[config.mk]
export PLATFORM = sky130hd
export DESIGN_NAME = bit_stream_operand_serializer
export DESIGN_NICKNAME = d
export VERILOG_FILES = /design/src/rtl/bit_stream_operand_serializer.sv
export SDC_FILE = /design/constraint.sdc
export NUM_CORES = 1
export LEC_CHECK = 0
export CAP_MARGIN = 20
export CORE_ASPECT_RATIO = 1.4
export CORE_MARGIN = 2
export CORE_UTILIZATION = 35
export CTS_CLUSTER_DIAMETER = 100
export DETAILED_ROUTE_END_ITERATION = 8
export HOLD_SLACK_MARGIN = 0.12
export PLACE_DENSITY = 0.56
export SLEW_MARGIN = 5
export SYNTH_ARGS = -nofsm -noshare
export SYNTH_HDL_FRONTEND = slang
export SYNTH_SLANG_ARGS = --single-unit
[constraint.sdc]
create_clock -name clk -period 2 [get_ports clk]
set_input_delay 0.2 -clock clk [delete_from_list [all_inputs] [get_ports clk]]
set_output_delay 0.2 -clock clk [all_outputs]
set_load 0.05 [all_outputs]
[src/rtl/bit_stream_operand_serializer.sv]
// bit_stream_operand_serializer: latches operand pairs and streams them LSB-first to a bit-serial adder,
// padding each frame with 0/0 guard bits so the adder's carry drains between frames.
module bit_stream_operand_serializer #(
    parameter int WIDTH      = 8,
    parameter int GUARD_BITS = 1
) (
    input  logic             clk,
    input  logic             rst,
    input  logic             in_valid,
    output logic             in_ready,
    input  logic [WIDTH-1:0] in_a,
    input  logic [WIDTH-1:0] in_b,
    output logic             a_bit,
    output logic             b_bit,
    output logic             bit_valid,
    output logic             bit_first,
    output logic             bit_last
);
    localparam int FRAME = WIDTH + GUARD_BITS;
    localparam int CW    = $clog2(FRAME);
    localparam logic [1:0] DRAIN = 2'd0, IDLE = 2'd1, SHIFT = 2'd2, GUARD = 2'd3;

    logic [1:0]       state;
    logic [CW-1:0]    cnt;
    logic [WIDTH-1:0] sa, sb;
    logic             accept, shift_end, guard_end;

    assign shift_end = cnt == CW'(WIDTH - 1);
    assign guard_end = cnt == CW'(FRAME - 1);
    assign accept    = in_valid && in_ready;

    // outputs are decoded from registers only; rst forces the adder inputs to 0/0 immediately
    assign in_ready  = !rst && (state == IDLE || (state == GUARD && guard_end));
    assign a_bit     = !rst && state == SHIFT && sa[0];
    assign b_bit     = !rst && state == SHIFT && sb[0];
    assign bit_valid = !rst && state[1];
    assign bit_first = !rst && state == SHIFT && cnt == '0;
    assign bit_last  = !rst && state == GUARD && guard_end;

    always_ff @(posedge clk) begin
        if (rst) begin
            state <= DRAIN;
            cnt   <= '0;
            sa    <= '0;
            sb    <= '0;
        end else if (accept) begin
            state <= SHIFT;
            cnt   <= '0;
            sa    <= in_a;
            sb    <= in_b;
        end else if (state == SHIFT) begin
            sa    <= sa >> 1;
            sb    <= sb >> 1;
            cnt   <= cnt + 1'b1;
            state <= shift_end ? GUARD : SHIFT;
        end else if (state == GUARD) begin
            cnt   <= cnt + 1'b1;
            state <= guard_end ? IDLE : GUARD;
        end else if (state == DRAIN) begin
            state <= IDLE;
        end
    end
endmodule
==> results.md <==
- Status: complete, no violations
- Area share of the largest cell type after synthesis: between 30 and 40%
- # fillers: about 330
- Hold Path Stages: 2
- Net Sw Power: approximately 0.0003 W
- CP endpoint kind: output port
- Setup Crit Path Kind: flop to output port
- Global Route Usage Sum: a little over an eighth
- DR vias: 898
- Most area-hungry cell type in the Yosys netlist: dfxtp_1
- Avg Inst Size Synth: 10.5 sq um
- Int Pwr: about 0.00081 W
- Util after Layout: roughly 48%
- Yosys warns: 0
- Synth area leaders: dfxtp_1, mux2i_1, mux2_4, mux2_2, nor2_1
- Worst-margin pin slew: approximately 0.44 ns
- First-pass GRT wire length: about 3800 um
- Avg Vias per Cell: between 4 and 5
- Postcts setup bufs: 0
- Worst skew pair latency: 0.26 ns
- RSZ-0062 raised after global routing: no
- CTS tree: done
- Critical Path RT: 1.80 ns
- Register bit count reported by yosys: 22
- Seq/Total Area, Yosys: 36.6%
- Clock-pin slew on the worst setup and hold paths: 0.08 ns
- Wire per inst: between 10 and 15 um
- Syn nets: 139
- CTS Sinks: 22
- Clock buffer depth: 2
- Hold WC Path Type: input pin to flop
- Worst VDD drop: roughly 450 uV
- Area of the multi-input gates: about 700 sq um
- Hold-fix buffers at CTS: 0
- Iteration-0 DRC Markers: 20
- Slew Viols, Final: 0
- Final Cell Area: about 0.0016 sq mm
- Area grow syn2layout: 34.7%
- Final Hold Viols: 0
- Post-synth EDFFs: 0
- Chip height: approximately 73 um
- Initial Util: between 30% and 40%
- H-tree levels: 1
- Ports: 25
- Placer Congestion: 0.775
- Asr flop ratio synth: 0%
- Setup_tns: 0 ns
- Nets: between 150 and 200
- Total grt overflow: 0
- # rows: 25
- Clock power frac: ~28%
- Ant diodes: 0
- Final setup vio count: 0
- Final Cycle Share: between 90% and 100%
- Clock Skew: 0.00114 ns
- DR pass1 iterations: 4
- Number of global-route vias before repair: between 800 and 900
- Syn Inst Count: approximately 120
- Share of layout cells above drive strength 1: between 20 and 25%
- Maxcap violations: 0
- IO Port Bufs: 24
- Clk root buf: clkbuf_8
- Max Freq: 532 MHz
- Syn Std Cell Area: around 0.0012 sq mm
- Worst-path fanout max: 6
- DP HPWL: around 1700 um
- Final ANT Viol Nets: 0
- Residual DRC: 0
- Fin crit period: around 1.9 ns
- Worst reg2reg path depth: 6
- Seq. cell area: roughly 440 sq um
- Critical path launch point type: flop
- Post-synth top cells: dfxtp_1, nor2_1, mux2i_1, mux2_4
- Routed wire length: 2290 um
- Core box area: 0.00335 sq mm
- Leak Pwr: about 0.64 nW
- Most frequent cell after synthesis: dfxtp_1
- CP arrival: 1.68 ns
- Comb pwr share: a little over a quarter
- Sw Share: roughly 27%
- Cts repair resizes: 0
- Worst setup margin: about 0.12 ns
- Die W: about 54 um
- Synth unique cells: 28
- Slew headroom: between 70% and 80%
- Flop pwr share: between 40% and 50%
- Initial antenna violation count: 0
- Die area: between 0.003 and 0.004 sq mm
- Synth Flop Type: dfxtp_1
- Largest net degree at the start of global routing: 21
- Placed Area: 0.00156 sq mm
- Power Dens Cells: ~700 mW/mm^2
- TritonCTS Buffers: 3
- DP Worst Slack: roughly 0.33 ns
[cell families (layout without fill, tap and decap cells)]
kind of cell	count (synthesis)	count (layout)	synth area share, %
buf+inv	13	39	5.72
simple gates	33	33	13.9
fa+ha+maj	5	5	5.20
flops	22	22	36.6
xor+xnor	3	3	2.19
mux	31	31	30.3
compound gates	8	8	6.04
[area by class of cell]
type                       count  area share (%)
clock buffer                   4            3.40
inverter                       7            1.62
multi-input combinational     80            43.5
sequential                    22            27.2
tap                           40            3.09
timing repair buffer          28            21.2
[flip-flops by register name (all words and copies together), names as in the netlist]
name,count
cnt,4
sa,8
sb,8
state,2
[path summary, 6_finish.rpt]
kind	slack (ns)	to	start
hold reg to reg	0.55	state[0]	state[0]
hold / removal	0.54	sb[0]	in_b[0]
setup reg to reg	0.33	sb[2]	cnt[0]
setup / recovery	0.12	in_ready	state[1]
[stage by stage]
stage / instances / total power, W / hold WS [ns]
2_1_floorplan: 115 / 0.000712 / 0.343
3_3_place_gp: 177 / 0.000803 / 0.523
3_5_place_dp: 177 / 0.000811 / 0.542
4_1_cts: 181 / 0.00113 / 0.536
5_1_grt: 181 / 0.00118 / 0.537
6_report: 181 / 0.00111 / 0.541
[placed cells by master, fill, tap and decap left out, types with 2 or more instances in the layout]
cell type         n
buf_12            7
buf_4             3
clkbuf_8          4
clkdlybuf4s50_1  18
dfxtp_1          22
ha_1              5
inv_1             7
mux2_2            7
mux2_4            9
mux2i_1          15
nor2_1           18
nor3_1            4
nor3b_1           4
xor2_1            2
[worst max-delay path, cell delays in order (launching register included)]
cell	delay, ns
dfxtp_1	0.39
ha_1	0.30
and4b_4	0.31
nor2_1	0.05
nor2_1	0.21
buf_12	0.17
[power by group through the flow]
stage                     Combinational (W)  Sequential, W  Clock [W]
after floorplan                    0.000206       0.000506          0
after global placement             0.000291       0.000512          0
after detailed placement           0.000297       0.000513          0
after CTS                          0.000299       0.000503   0.000333
after global routing               0.000321       0.000506   0.000348
final                              0.000295       0.000502   0.000317
[per-layer routing]
metal	part of all wire, %	GRT usage (%)
met3	4.4	2.85
met4	1.4	5.98
met5	0	0
met1	44	16.3
met2	50	21.3
No activity file was read; power rests on OpenSTA's default activity.
